$ cat config.mk
export PLATFORM = sky130hd
export DESIGN_NAME = ysyx_22040931_ifu_resp_flat
export DESIGN_NICKNAME = d
export VERILOG_FILES = /design/src/rtl/ysyx_22040931_ifu_resp_if.sv /design/src/rtl/ysyx_22040931_ifu_resp.sv /design/src/flat_wrapper.sv
export SDC_FILE = /design/constraint.sdc
export NUM_CORES = 1
export LEC_CHECK = 0
export ABC_AREA = 0
export BUFFER_PORTS_ARGS = -buffer_cell sky130_fd_sc_hd__buf_2
export CELL_PAD_IN_SITES_DETAIL_PLACEMENT = 1
export CELL_PAD_IN_SITES_GLOBAL_PLACEMENT = 1
export CORE_ASPECT_RATIO = 1.4
export CORE_MARGIN = 4
export CORE_UTILIZATION = 39
export DETAILED_ROUTE_END_ITERATION = 7
export MAX_ROUTING_LAYER = met4
export PLACE_DENSITY_LB_ADDON = 0.1
export SLEW_MARGIN = 20
export SYNTH_ARGS = -nofsm -noshare
export SYNTH_HDL_FRONTEND = slang
export SYNTH_SLANG_ARGS = --single-unit
$ cat constraint.sdc
create_clock -name clock -period 2.26 [get_ports clock]
set_input_delay 0.226 -clock clock [delete_from_list [all_inputs] [get_ports clock]]
set_output_delay 0.226 -clock clock [all_outputs]
set_load 0.005 [all_outputs]
$ cat src/rtl/ysyx_22040931_ifu_resp_if.sv
// Memory-side bus of the instruction fetch responder.
// master: request valid/address out; ready, response valid/data/err in.
interface ysyx_22040931_ifu_resp_if #(
  parameter int PC_W = 64
) ();
  logic            mem_req_valid;
  logic            mem_req_ready;
  logic [PC_W-1:0] mem_addr;
  logic            mem_rsp_valid;
  logic [63:0]     mem_rsp_data;
  logic            mem_rsp_err;

  modport master (
    output mem_req_valid,
    output mem_addr,
    input  mem_req_ready,
    input  mem_rsp_valid,
    input  mem_rsp_data,
    input  mem_rsp_err
  );

  modport slave (
    input  mem_req_valid,
    input  mem_addr,
    output mem_req_ready,
    output mem_rsp_valid,
    output mem_rsp_data,
    output mem_rsp_err
  );
endinterface

$ cat src/rtl/ysyx_22040931_ifu_resp.sv
// Fetch responder: takes a PC from IF, does one aligned 64-bit read,
// hands {pc, instr, err} to ID. Ports: clock/reset, flush, IF pc
// handshake, mem bus (master modport), ID valid/ready handshake.
module ysyx_22040931_ifu_resp #(
  parameter int PC_W   = 64,
  parameter int INST_W = 32
) (
  input  logic              clock,
  input  logic              reset,
  input  logic              flush,
  input  logic              pc_valid,
  input  logic [PC_W-1:0]   if_pc,
  output logic              if_ready,
  ysyx_22040931_ifu_resp_if.master mem,
  output logic              id_valid,
  input  logic              id_ready,
  output logic [PC_W-1:0]   id_pc,
  output logic [INST_W-1:0] id_instr,
  output logic              id_err
);

  typedef enum logic [2:0] {
    IDLE,
    REQ,
    WAIT,
    HOLD,
    DROP
  } state_t;

  state_t          state_q;
  state_t          state_d;
  logic            kill_q;
  logic            kill_d;
  logic [PC_W-1:0] pc_q;
  logic            accept;
  logic            ld_id;

  assign if_ready = (state_q == IDLE)
                  | ((state_q == HOLD) & id_ready);
  assign accept   = pc_valid & if_ready & ~flush;

  assign mem.mem_req_valid = (state_q == REQ);
  assign mem.mem_addr      = {pc_q[PC_W-1:3], 3'b000};
  assign id_valid          = (state_q == HOLD);

  always_comb begin
    state_d = state_q;
    kill_d  = kill_q;
    ld_id   = 1'b0;
    unique case (state_q)
      IDLE: begin
        if (accept) state_d = REQ;
      end
      REQ: begin
        // The request stays up until taken; a flush meanwhile
        // only marks the fetch so its data is thrown away.
        if (mem.mem_req_ready) begin
          state_d = (kill_q | flush) ? DROP : WAIT;
        end else if (flush) begin
          kill_d = 1'b1;
        end
      end
      WAIT: begin
        if (flush) begin
          state_d = mem.mem_rsp_valid ? IDLE : DROP;
        end else if (mem.mem_rsp_valid) begin
          ld_id   = 1'b1;
          state_d = HOLD;
        end
      end
      HOLD: begin
        if (flush) begin
          state_d = IDLE;
        end else if (id_ready) begin
          state_d = accept ? REQ : IDLE;
        end
      end
      DROP: begin
        if (mem.mem_rsp_valid) begin
          state_d = IDLE;
          kill_d  = 1'b0;
        end
      end
      default: state_d = IDLE;
    endcase
    if (accept) kill_d = 1'b0;
  end

  always_ff @(posedge clock or negedge reset) begin
    if (!reset) begin
      state_q <= IDLE;
      kill_q  <= 1'b0;
    end else begin
      state_q <= state_d;
      kill_q  <= kill_d;
    end
  end

  always_ff @(posedge clock or negedge reset) begin
    if (!reset) begin
      pc_q     <= '0;
      id_pc    <= '0;
      id_instr <= '0;
      id_err   <= 1'b0;
    end else begin
      if (accept) pc_q <= if_pc;
      if (ld_id) begin
        id_pc    <= pc_q;
        id_instr <= pc_q[2] ? mem.mem_rsp_data[63:32]
                            : mem.mem_rsp_data[31:0];
        id_err   <= mem.mem_rsp_err;
      end
    end
  end

endmodule

$ cat src/flat_wrapper.sv
// flat-port wrapper written by rule: the top's interface ports become plain ports
module ysyx_22040931_ifu_resp_flat 
#(
  parameter int PC_W   = 64,
  parameter int INST_W = 32
)
  (clock, reset, flush, pc_valid, if_pc, if_ready, id_valid, id_ready, id_pc, id_instr, id_err, mem_mem_req_valid, mem_mem_addr, mem_mem_req_ready, mem_mem_rsp_valid, mem_mem_rsp_data, mem_mem_rsp_err);
  ysyx_22040931_ifu_resp_if #(.PC_W(PC_W)) mem_i ();
  input  logic clock;
  input  logic reset;
  input  logic flush;
  input  logic pc_valid;
  input  logic [PC_W-1:0] if_pc;
  output logic if_ready;
  output logic id_valid;
  input  logic id_ready;
  output logic [PC_W-1:0] id_pc;
  output logic [INST_W-1:0] id_instr;
  output logic id_err;
  output wire logic [$bits(mem_i.mem_req_valid)-1:0] mem_mem_req_valid;
  output wire logic [$bits(mem_i.mem_addr)-1:0] mem_mem_addr;
  input wire logic [$bits(mem_i.mem_req_ready)-1:0] mem_mem_req_ready;
  input wire logic [$bits(mem_i.mem_rsp_valid)-1:0] mem_mem_rsp_valid;
  input wire logic [$bits(mem_i.mem_rsp_data)-1:0] mem_mem_rsp_data;
  input wire logic [$bits(mem_i.mem_rsp_err)-1:0] mem_mem_rsp_err;
  assign mem_mem_req_valid = mem_i.mem_req_valid;
  assign mem_mem_addr = mem_i.mem_addr;
  assign mem_i.mem_req_ready = mem_mem_req_ready;
  assign mem_i.mem_rsp_valid = mem_mem_rsp_valid;
  assign mem_i.mem_rsp_data = mem_mem_rsp_data;
  assign mem_i.mem_rsp_err = mem_mem_rsp_err;
  ysyx_22040931_ifu_resp #(.PC_W(PC_W), .INST_W(INST_W)) u_core (.clock(clock), .reset(reset), .flush(flush), .pc_valid(pc_valid), .if_pc(if_pc), .if_ready(if_ready), .mem(mem_i), .id_valid(id_valid), .id_ready(id_ready), .id_pc(id_pc), .id_instr(id_instr), .id_err(id_err));
endmodule
==> results.md, run 1 <==
* Synthesis Warnings at 0
* DR WL/cell at about 20 µm
* Vias at between 4000 and 5000
* Worst-Margin Slew at between 0.5 and 0.6 ns
* CTS H-tree lvls at 4
* Largest cells by area after synthesis: dfrtp_1 (55%), mux2_2 (17%), mux2_4 (16%), buf_4 (6.5%), buf_12 (1.1%)
* Layout Nets at 853
* Worst Path Required at between 2 and 3 ns
* CTS tree: yes
* DP HPWL at 14200 µm
* Synth-to-layout area growth at 25.3%
* FF/Latch Area at between 4000 and 5000 µm²
* Util after Layout at 0.502
* Cell taking the most area after synthesis: dfrtp_1
* P_int at ~0.0090 W
* Slowest CP cell: dfrtp_1
* Final Hold Fails at 0
* Cts bufs inserted at 17
* Fin Hold WS at 0.0296 ns
* Number of synthesized flops with an enable pin at 0
* Synth Instances at approximately 480
* Synth Register Bits at around 170
* Post-synthesis sequential area ratio at 0.547
* Achievable Freq at roughly 0.55 GHz
* Peak VDD IR at roughly 0.00056 V
* Switching share of total power at 0.298
* Row cnt at a little under 60
* Core area at ~19000 µm²
* RSZ-0062 raised after global routing: no
* Critical Path Start Type: flop
* First-pass GRT wire length at approximately 30000 µm
* Clk root buf: clkbuf_16
* DR pass1 iterations at 4
* Crit end category: flop
* Initial Util at 0.401
* Fill count at roughly 2000
* Die area at roughly 22000 µm²
* CP Class: flop to flop
* Final count of pins violating max slew at 0
* Multi-input gate area at approximately 2700 µm²
* Initial drt markers at between 150 and 200
* Comb pwr share at 0.351
* Tmin final at 1.82 ns
* Post-synth cell types at 34
* All-Layer GR Usage at 0.183
* IO Port Bufs at 296
* ANT nets after route at 0
* Min-delay worst type: input pin to flop
* Critical Path Fanout Max at 35
* CP arrival at around 2.1 ns
* Status: finished clean
* Clock Skew at 0.00780 ns
* Crit-path max cell delay at around 0.5 ns
* Max Cap Viol at 0
* Clk_lat worst skew at around 0.42 ns
* Mapped Area at around 7500 µm²
* Async SR Flop Fraction at 1.00
* Pin count of the biggest net entering global routing at 65
* Buf/Inv on CP at 1
* Setup Total Neg Slack at 0 ns
* Leak at 5.14 nW
* Max-slew headroom at 0.650
* Setup Viol. Count Final at 0
* Initial antenna violation count at 2
* IO Pins at 300
* Sink Count at 165
* Post-Route WL at ~19000 µm
* Layout cell share with drive strength beyond 1 at 0.736
* Main flop type after synthesis: dfrtp_1
* Vias in the first global route at 5269
* Post-CTS Setup Bufs at 0
* Period utilisation layout at 0.805
* Clock power frac at 0.246
* GPL Wtd Cong at about 0.85
* Reg power frac at 0.403
* Synthesized area per cell at around 16 µm²
* Post-synth top area share at 0.547
* Clock-pin slew on the worst setup and hold paths at ~0.070 ns
* Gr ovfl total at 0
* CTS Buffer Depth at 2
* Post-DR vias/cell at between 4 and 5
* Die Ht at 173 µm
* Crit-path cells: and3_4, o211ai_4, buf_12, mux2_2
* DRC viols at 0
* Die X at 126 µm
* Sw Pwr at between 0.003 and 0.004 W
* Power per cell area at roughly 1400 nW/µm²
* Family with the most delay on the worst path: flip-flops
[timing repair]
item / 4_1_cts / 5_1_grt
setup endpoints to repair: 0 / 0
hold buffers: 1 / 0
hold endpoints to repair: 51 / 0
resized for setup: 0 / 0
[cell families after synthesis]
logic type,share of synthesized area
AOI/OAI and AO/OA,0.0119
buffers and inverters,0.0943
DFF,0.547
muxes,0.327
other,0.000497
and+or+nand+nor,0.0191
[per-layer routing]
metal	routed length (µm)	track usage	vias up
li1	-	-	2076
met1	7110	0.200	2310
met2	10400	0.317	180
met3	1290	0.0543	25
met4	342	0.0615	0
met5	0	-	-
[placed cells by master (no fill, tap or decap), drive strengths merged]
cell,count
a31o,1
dlygate4sd3,1
nor4b,1
o32ai,1
conb,3
nand2b,2
nor2b,2
a31oi,2
clkinvlp,4
dfrtp,165
a221oi,1
nand2,1
clkbuf,20
nand3,2
a21bo,1
mux2,193
and3,1
bufinv,4
o211ai,1
buf,304
nor2,7
inv,5
nor3b,2
o21a,1
and3b,1
diode,2
nor4,1
a21boi,1
and2,1
o21ai,1
[cell usage after synthesis, drive strengths merged, types with 2 or more instances]
| library cell | number |
|---|---|
| a31oi | 2 |
| buf | 86 |
| dfrtp | 165 |
| mux2 | 193 |
| nand2b | 2 |
| nand3 | 2 |
| nor2 | 7 |
| nor2b | 2 |
| nor3b | 2 |
[metrics by stage]
stage | setup WS, ns | instances | power (W) | area (µm²)
after global routing | 0.373 | 976 | 0.0137 | 9460
after detailed placement | 0.451 | 941 | 0.00987 | 8780
after floorplan | 0.678 | 480 | 0.00844 | 7560
after CTS | 0.443 | 974 | 0.0131 | 9450
final | 0.440 | 976 | 0.0129 | 9460
after global placement | 0.544 | 941 | 0.00965 | 8780
[state kept, by name, indices dropped and copies added (netlist names)]
signal,count
u_core.state_q,3
u_core.id_err,1
u_core.id_instr,32
u_core.kill_q,1
u_core.id_pc,64
u_core.pc_q,64
[worst paths after layout]
path | slack (ns) | from | cells after the start | to
max in group asynchronous | 1.19 | reset | 3 | u_core.id_pc[1]$_DFFE_PN0P_
setup reg to reg | 0.44 | u_core.state_q[0]$_DFFE_PN0P_ | 4 | u_core.pc_q[63]$_DFFE_PN0P_
hold reg to reg | 0.50 | u_core.id_instr[20]$_DFFE_PN0P_ | 1 | u_core.id_instr[20]$_DFFE_PN0P_
setup / recovery | 0.44 | u_core.state_q[0]$_DFFE_PN0P_ | 4 | u_core.pc_q[63]$_DFFE_PN0P_
hold / removal | 0.03 | if_pc[62] | 2 | u_core.pc_q[62]$_DFFE_PN0P_
min in group asynchronous | 0.31 | reset | 2 | u_core.id_instr[24]$_DFFE_PN0P_
[final cells by class]
type | instances | area share
timing repair buffer | 305 | 0.173
clock buffer | 20 | 0.0494
clock inverter | 12 | 0.0201
tap | 244 | 0.0323
sequential | 165 | 0.437
antenna | 2 | 0.000529
inverter | 1 | 0.000397
multi-input combinational | 227 | 0.288
[power groups by stage]
stage               logic [W]  clock network, W  registers [W]
finish                0.00452           0.00317        0.00519
global route          0.00489           0.00342        0.00540
CTS                   0.00464           0.00327        0.00522
detailed placement    0.00462                 0        0.00525
global placement      0.00450                 0        0.00515
floorplan             0.00336                 0        0.00507
(Power assumes the default switching activity.)
==> run 2, diff against run 1 <==
--- a/config.mk
+++ b/config.mk
@@ -5,13 +5,13 @@
 export SDC_FILE = /design/constraint.sdc
 export NUM_CORES = 1
 export LEC_CHECK = 0
-export ABC_AREA = 0
+export ABC_AREA = 1
 export BUFFER_PORTS_ARGS = -buffer_cell sky130_fd_sc_hd__buf_2
 export CELL_PAD_IN_SITES_DETAIL_PLACEMENT = 1
 export CELL_PAD_IN_SITES_GLOBAL_PLACEMENT = 1
 export CORE_ASPECT_RATIO = 1.4
 export CORE_MARGIN = 4
-export CORE_UTILIZATION = 39
+export CORE_UTILIZATION = 31
 export DETAILED_ROUTE_END_ITERATION = 7
 export MAX_ROUTING_LAYER = met4
 export PLACE_DENSITY_LB_ADDON = 0.1
==> constraint.sdc (replaced) <==
create_clock -name clock -period 1.6 [get_ports clock]
set_input_delay 0.16 -clock clock [delete_from_list [all_inputs] [get_ports clock]]
set_output_delay 0.16 -clock clock [all_outputs]
set_load 0.005 [all_outputs]
==> run 2 against run 1 <==
  * The run now ends with negative setup slack left
  * First-iteration DRC count up 1.7%
  * Cell count up 51%
  * Total power up 50%
  * Non-clock buffer count up 121
  * Core utilization down 1.5 points
  * Combinational power up 61%
  * Routed wire length up 43%
  * Count of clock-buffer cells in the layout unchanged
  * Clock skew up 0.00055 ns
  * Synthesized cell count up 70%
  * Hold slack worse by 0.012 ns
  * Critical endpoint is now u_core.id_instr[30]$_DFFE_PN0P_
  * Largest cell class unchanged
  * Highest routed layer unchanged
==> results.md, run 2 <==
* Critical Path Fanout Max at 7 (-80%)
* Worst-Margin Slew at 0.607 ns (+0.0825 ns)
* All-Layer GR Usage at 0.191 (+0.00782)
* Switching share of total power at 0.350 (+0.0517)
* Synthesized area per cell at 8.89 µm² (-44%)
* P_int at 0.0126 W (+39%)
* Clk root buf: clkbuf_16
* Vias in the first global route at 6935 (+32%)
* Commonest non-fill, non-tap cells in the layout: buf_2 (293), nand2_1 (230), dfrtp_1 (164), nor2_1 (78), dlygate4sd3_1 (78)
* Final Hold Fails at 0 (unchanged)
* Status: finished with violations
* Top post-synthesis cells by count: nand2_1 (240), dfrtp_1 (165), nor2_1 (102), buf_4 (66), inv_1 (44)
* Synth Register Bits at 165 (unchanged)
* Async SR Flop Fraction at 1.00 (unchanged)
* Cell taking the most area after synthesis: dfrtp_1
* Final count of pins violating max slew at 0 (unchanged)
* Post-DR vias/cell at 4.53 (-3.7%)
* Layout Nets at 1291 (+51%)
* Initial Util at 0.318 (-0.0831)
* Min-delay worst type: input pin to flop
* Crit end category: flop
* Achievable Freq at 0.607 GHz (+10%)
* Peak VDD IR at 0.000842 V (+49%)
* Commonest non-fill, non-tap cell in the layout: buf_2
* Multi-input gate area at 2500 µm² (-8.3%)
* Initial antenna violation count at 2 (unchanged)
* Critical Path Start Type: flop
* Failing checks: negative setup slack
* Util after Layout at 0.487 (-0.0152)
* Max-slew headroom at 0.595 (-0.0554)
* Post-synth cell types at 23 (-32%)
* Die Ht at 188 µm (+9.2%)
* GPL Wtd Cong at 0.758 (-11%)
* Clk_lat worst skew at 0.43 ns (about the same)
* Sink Count at 165 (unchanged)
* IO Pins at 300 (unchanged)
* Clock-pin slew on the worst setup and hold paths at 0.06 ns (about the same)
* Reg power frac at 0.375 (-0.028)
* Clock power frac at 0.247 (about the same)
* Initial drt markers at 178 (+1.7%)
* Die X at 137 µm (+9.0%)
* Synth Instances at 811 (+70%)
* Synthesis Warnings at 0 (unchanged)
* Most common cell in the synthesized netlist: nand2_1
* ANT nets after route at 0 (unchanged)
* CTS Buffer Depth at 2 (unchanged)
* CP arrival at 1.98 ns (-0.14 ns)
* Tmin final at 1.65 ns (-0.173 ns)
* Largest cells by area after synthesis: dfrtp_1 (57%), nand2_1 (12%), buf_4 (6.9%), nor2_1 (5.3%), nand3_1 (2.6%)
* FF/Latch Area at 4130 µm² (about the same)
* Synth-to-layout area growth at 53.2%
* Row cnt at 65 (+10%)
* Fill count at 2635 (+34%)
* Largest registers: u_core.id_pc: 64 flops, u_core.pc_q: 64 flops, u_core.id_instr: 32 flops
* CTS H-tree lvls at 4 (unchanged)
* Die area at 25800 µm² (+19%)
* DR pass1 iterations at 4 (unchanged)
* DP HPWL at 16300 µm (+15%)
* Sw Pwr at 0.00676 W (+76%)
* RSZ-0062 raised after global routing: yes
* Clock Skew at 0.00835 ns (+0.000553 ns)
* Vias at 6656 (+45%)
* Core area at 22700 µm² (+21%)
* Post-synth top area share at 0.572 (+0.0254)
* DRC viols at 0 (unchanged)
* Main flop type after synthesis: dfrtp_1
* Pin count of the biggest net entering global routing at 53 (-18%)
* Number of synthesized flops with an enable pin at 0 (unchanged)
* Layout cell share with drive strength beyond 1 at 0.388 (-0.347)
* Post-synthesis sequential area ratio at 0.572 (+0.0254)
* Comb pwr share at 0.378 (+0.027)
* CTS tree: yes
* Total power at 0.0193 W (+50%)
* Post-Route WL at 27300 µm (+43%)
* Worst Path Required at 1.94 ns (-0.62 ns)
* DR WL/cell at 18.6 µm (-5.2%)
* Cts bufs inserted at 17 (unchanged)
* CP Class: flop to flop
* Period utilisation layout at 1.03 (+0.224)
* Mapped Area at 7210 µm² (-4.4%)
* Max Cap Viol at 0 (unchanged)
* Final worst slack at -0.0471 ns (-0.487 ns)
* Leak at 5.94 nW (+16%)
* FF-to-FF setup slack at -0.05 ns (-0.49 ns)
* Power per cell area at 1750 nW/µm² (+28%)
* IO Port Bufs at 296 (unchanged)
* First-pass GRT wire length at 37200 µm (+24%)
* Setup Viol. Count Final at 61 (+61)
* Gr ovfl total at 0 (unchanged)
[run 2: kinds of logic after synthesis]
kind of cell / after synthesis / synth area share
AOI/OAI and AO/OA: 104 / 0.0905
other: 1 / 0.000520
and+or+nand+nor: 387 / 0.213
DFF: 165 / 0.572
buffers and inverters: 154 / 0.123
[run 2: worst paths after layout]
path,from,to,cells past startpoint
setup / recovery,u_core.state_q[2]$_DFFE_PN0P_,u_core.id_instr[30]$_DFFE_PN0P_,8
max in group asynchronous,reset,u_core.id_instr[15]$_DFFE_PN0P_,3
min in group asynchronous,reset,u_core.id_pc[19]$_DFFE_PN0P_,2
hold / removal,if_pc[12],u_core.pc_q[12]$_DFFE_PN0P_,3
setup reg to reg,u_core.state_q[2]$_DFFE_PN0P_,u_core.id_instr[30]$_DFFE_PN0P_,8
hold reg to reg,u_core.id_pc[50]$_DFFE_PN0P_,u_core.id_pc[50]$_DFFE_PN0P_,2
[run 2: what timing repair did]
| action | 4_1_cts | 5_1_grt |
|---|---|---|
| pin swaps | 4 | 5 |
| setup endpoints to repair | 1 | 164 |
| gates cloned | 3 | 23 |
| setup buffers | 8 | 5 |
| hold buffers | 78 | 0 |
| resized for setup | 15 | 74 |
| endpoints found under the hold margin | 218 | 0 |
[run 2: layer usage]
layer,GRT usage,up-vias,share of wire
li1,-,3194,-
met1,0.212,3208,0.39
met2,0.326,212,0.53
met3,0.0494,42,0.057
met4,0.0703,0,0.026
met5,-,-,0
[run 2: area by class of cell]
| type | instances | share of cell area |
|---|---|---|
| inverters | 47 | 0.0166 |
| multi-input cells | 498 | 0.226 |
| clock inverters | 11 | 0.0200 |
| diodes | 2 | 0.000453 |
| clock buffers | 20 | 0.0422 |
| flip-flops and latches | 165 | 0.374 |
| repair buffers | 426 | 0.287 |
| well taps | 301 | 0.0341 |
[run 2: critical path, stage by stage, from the launching register on]
cell and delay [ns]:
dfrtp_1 0.41, inv_2 0.13, buf_6 0.14, nand3_4 0.07, nor2_4 0.11, buf_12 0.14, nand2_8 0.13, clkbuf_16 0.22
o31ai_2 0.19
[run 2: power by group through the flow]
stage	clock, W	combinational [W]	sequential [W]
after floorplan	0	0.00379	0.00718
after global placement	0	0.00597	0.00726
after detailed placement	0	0.00609	0.00730
after CTS	0.00491	0.00667	0.00726
after global routing	0.00508	0.00817	0.00752
final	0.00478	0.00729	0.00725
[run 2: through the flow]
step	std cells	worst slack (ns)	instance area (µm²)	setup TNS, ns	hold slack [ns]
after global routing	1470	-0.119	11100	-10.01	0.0151
after global placement	1320	0.0891	8630	0	0.0585
after detailed placement	1320	0.0573	8630	0	0.0581
after CTS	1440	-0.0131	10300	-0.0321	0.000473
after floorplan	813	0.266	7220	0	-0.136
final	1470	-0.0471	11100	-0.790	0.0175
==> run 3, diff against run 2 <==
--- a/config.mk
+++ b/config.mk
@@ -5,16 +5,16 @@
 export SDC_FILE = /design/constraint.sdc
 export NUM_CORES = 1
 export LEC_CHECK = 0
-export ABC_AREA = 1
+export ABC_AREA = 0
 export BUFFER_PORTS_ARGS = -buffer_cell sky130_fd_sc_hd__buf_2
 export CELL_PAD_IN_SITES_DETAIL_PLACEMENT = 1
 export CELL_PAD_IN_SITES_GLOBAL_PLACEMENT = 1
 export CORE_ASPECT_RATIO = 1.4
 export CORE_MARGIN = 4
-export CORE_UTILIZATION = 31
+export CORE_UTILIZATION = 35
 export DETAILED_ROUTE_END_ITERATION = 7
 export MAX_ROUTING_LAYER = met4
-export PLACE_DENSITY_LB_ADDON = 0.1
+export PLACE_DENSITY = 0.85
 export SLEW_MARGIN = 20
 export SYNTH_ARGS = -nofsm -noshare
 export SYNTH_HDL_FRONTEND = slang
==> run 3 against run 2 <==
  * Flip-flop and latch count is the same
  * Sequential share of layout area grew 1.9 points
  * Combinational power up 2%
  * Critical path type unchanged
  * Routed wire length down 16%
  * The flow still finishes with violations (negative setup slack)
  * Sequential power is 2% higher
  * Non-clock buffer count shrank 28
  * Via count fell by 23%
  * Die area down 6.9%
==> results.md, run 3 (synthesized netlist as in run 1, its figures left out) <==
* Status: finished with violations
* Failing checks: negative setup slack
* DP HPWL at 14500 µm (-11%)
* Gr ovfl total at 0 (unchanged)
* Critical Path Fanout Max at 12 (+5)
* Power per cell area at 1820 nW/µm² (+4.1%)
* Worst Path Required at 1.91 ns (-0.03 ns)
* Vias in the first global route at 5878 (-15%)
* Commonest non-fill, non-tap cells in the layout: buf_2 (295), dfrtp_1 (164), mux2_2 (99), mux2_4 (94), dlygate4sd3_1 (67)
* DR pass1 iterations at 4 (unchanged)
* Core area at 21200 µm² (-6.6%)
* Largest registers: u_core.id_pc: 64 flops, u_core.pc_q: 64 flops, u_core.id_instr: 32 flops
* Clk_lat worst skew at 0.43 ns (about the same)
* GPL Wtd Cong at 0.760 (+0.34%)
* Final worst slack at -0.0577 ns (-0.0106 ns)
* Die X at 132 µm (-3.5%)
* Worst reg-to-reg path cell count at 7 (-1)
* FF-to-FF setup slack at -0.06 ns (about the same)
* Total power at 0.0191 W (-0.98%)
* Crit-path max cell delay at 0.38 ns (-0.03 ns)
* Worst setup path startpoint: u_core.state_q[0]$_DFFE_PN0P_
* Die Ht at 182 µm (-3.6%)
* Layout cell share with drive strength beyond 1 at 0.688 (+0.300)
* Initial Util at 0.356 (+0.0381)
* ANT nets after route at 0 (unchanged)
* Critical Path Start Type: flop
* DR WL/cell at 21.0 µm (+13%)
* Hold Path End: u_core.state_q[1]$_DFFE_PN0P_
* Setup Total Neg Slack at -0.985 ns (-0.195 ns)
* DRC viols at 0 (unchanged)
* Row cnt at 63 (-3.1%)
* Achievable Freq at 0.603 GHz (-0.64%)
* Top cell by count, worst path: buf_6
* IO Port Bufs at 296 (unchanged)
* Tmin final at 1.66 ns (+0.0106 ns)
* Post-DR vias/cell at 4.73 (+4.6%)
* Period utilisation layout at 1.04 (+0.00660)
* First-pass GRT wire length at 33600 µm (-9.8%)
* CTS Buffer Depth at 2 (unchanged)
* Post-Route WL at 22800 µm (-16%)
* Clk root buf: clkbuf_16
* Vias at 5137 (-23%)
* Final count of pins violating max slew at 0 (unchanged)
* Pin count of the biggest net entering global routing at 51 (-3.8%)
* Post-route cell area at 10500 µm² (-4.9%)
* Setup Viol. Count Final at 53 (-13%)
* Commonest non-fill, non-tap cell in the layout: buf_2
* Max-slew headroom at 0.625 (+0.0302)
* Fill count at 2179 (-17%)
* Leak at 5.65 nW (-4.8%)
* CTS tree: yes
* Final Hold Fails at 0 (unchanged)
* Max Cap Viol at 0 (unchanged)
* Util after Layout at 0.496 (+0.00883)
* Crit end category: flop
* R2r endpoint: u_core.pc_q[60]$_DFFE_PN0P_
* Initial antenna violation count at 1 (-1)
* CTS H-tree lvls at 4 (unchanged)
* Slowest CP cell: dfrtp_1
* Crit-path cells: buf_6, nor2_4, buf_6, o211ai_4, buf_6, buf_12, mux2_4
* Sink Count at 165 (unchanged)
* Peak VDD IR at 0.000755 V (-10%)
* Clock Skew at 0.0155 ns (+0.00719 ns)
* WHS Path Cells at 3 (unchanged)
* Clock-pin slew on the worst setup and hold paths at 0.07 ns (about the same)
* Worst-Margin Slew at 0.562 ns (-0.0446 ns)
* Hold Startpoint: mem_mem_req_ready
* All-Layer GR Usage at 0.187 (-0.00367)
* Synth-to-layout area growth at 39.3%
* Worst flop-to-flop path startpoint: u_core.state_q[0]$_DFFE_PN0P_
* IO Pins at 300 (unchanged)
* Min-delay worst type: input pin to flop
* Cts bufs inserted at 17 (unchanged)
* CP Class: flop to flop
* CP arrival at 1.96 ns (-0.02 ns)
* Placed Area at 8950 µm² (+3.7%)
* Layout Nets at 946 (-27%)
* Die area at 24000 µm² (-6.9%)
* Initial drt markers at 105 (-41%)
* RSZ-0062 raised after global routing: yes
run 3: changes by cell type in the layout (fill, tap and decap cells not counted), sizes merged, moves of 9 or more:
| cell | before | now |
|---|---|---|
| inv | 47 | 1 |
| nand2 | 247 | 1 |
| o31ai | 33 | 0 |
| dlygate4sd3 | 78 | 67 |
| nand3 | 38 | 2 |
| clkbuf | 33 | 24 |
| a21oi | 35 | 0 |
| nor2 | 105 | 7 |
| mux2 | 0 | 193 |
| o21ai | 36 | 1 |
run 3: power by group:
part	switching (W)	internal, W
clock	0.00174	0.00254
combinational	0.00286	0.00458
sequential	0.00135	0.00606
run 3: cell type report:
cell class | count | area (µm²) | share of cell area
inverter | 1 | 3.75 | 0.000357
antenna | 2 | 5.00 | 0.000476
tap | 260 | 325 | 0.0309
clock buffer | 21 | 460 | 0.0438
timing repair buffer | 398 | 2640 | 0.251
clock inverter | 11 | 151 | 0.0144
multi-input combinational | 227 | 2800 | 0.266
sequential | 165 | 4130 | 0.393
run 3: how the worst max path moves through the flow:
| stage | cells past startpoint | slack, ns | endpoint |
|---|---|---|---|
| final | 7 | -0.06 | u_core.pc_q[60]$_DFFE_PN0P_ |
| after global routing | 7 | -0.11 | u_core.pc_q[60]$_DFFE_PN0P_ |
| after CTS | 4 | -0.06 | u_core.pc_q[11]$_DFFE_PN0P_ |
| after detailed placement | 4 | -0.05 | u_core.pc_q[13]$_DFFE_PN0P_ |
| after global placement | 4 | 0.01 | u_core.pc_q[2]$_DFFE_PN0P_ |
| after floorplan | 6 | 0.02 | u_core.pc_q[54]$_DFFE_PN0P_ |
run 3: routing by layer:
metal / routed length, µm / vias to the layer above / track usage / part of all wire
met4: 1190 / 0 / 0.107 / 0.052
met3: 1070 / 60 / 0.0463 / 0.047
met1: 7850 / 2601 / 0.181 / 0.34
li1: - / 2267 / - / -
met5: 0 / - / - / 0
met2: 12700 / 209 / 0.338 / 0.56
run 3: worst max-delay path: cells and delay by family, from the launching register on:
family,cells,cell delay [ns]
AOI/OAI and AO/OA,1,0.20
DFF,1,0.38
and+or+nand+nor,1,0.04
buffers and inverters,4,0.58
muxes,1,0.32
run 3: repair_timing:
action / 4_1_cts / 5_1_grt
endpoints found under the setup margin: 36 / 122
hold endpoints to repair: 107 / 0
hold buffers: 67 / 0
cloned: 0 / 5
buffers inserted: 0 / 7
resized for setup: 10 / 22
pin swaps: 0 / 5
run 3: metrics by stage:
stage | worst slack [ns] | hold WS, ns | instances
after floorplan | 0.0180 | -0.136 | 480
after detailed placement | -0.0491 | 0.167 | 972
after global routing | -0.112 | 0.0626 | 1084
final | -0.0577 | 0.0804 | 1085
after CTS | -0.0608 | 0.0524 | 1071
after global placement | 0.0129 | 0.165 | 972
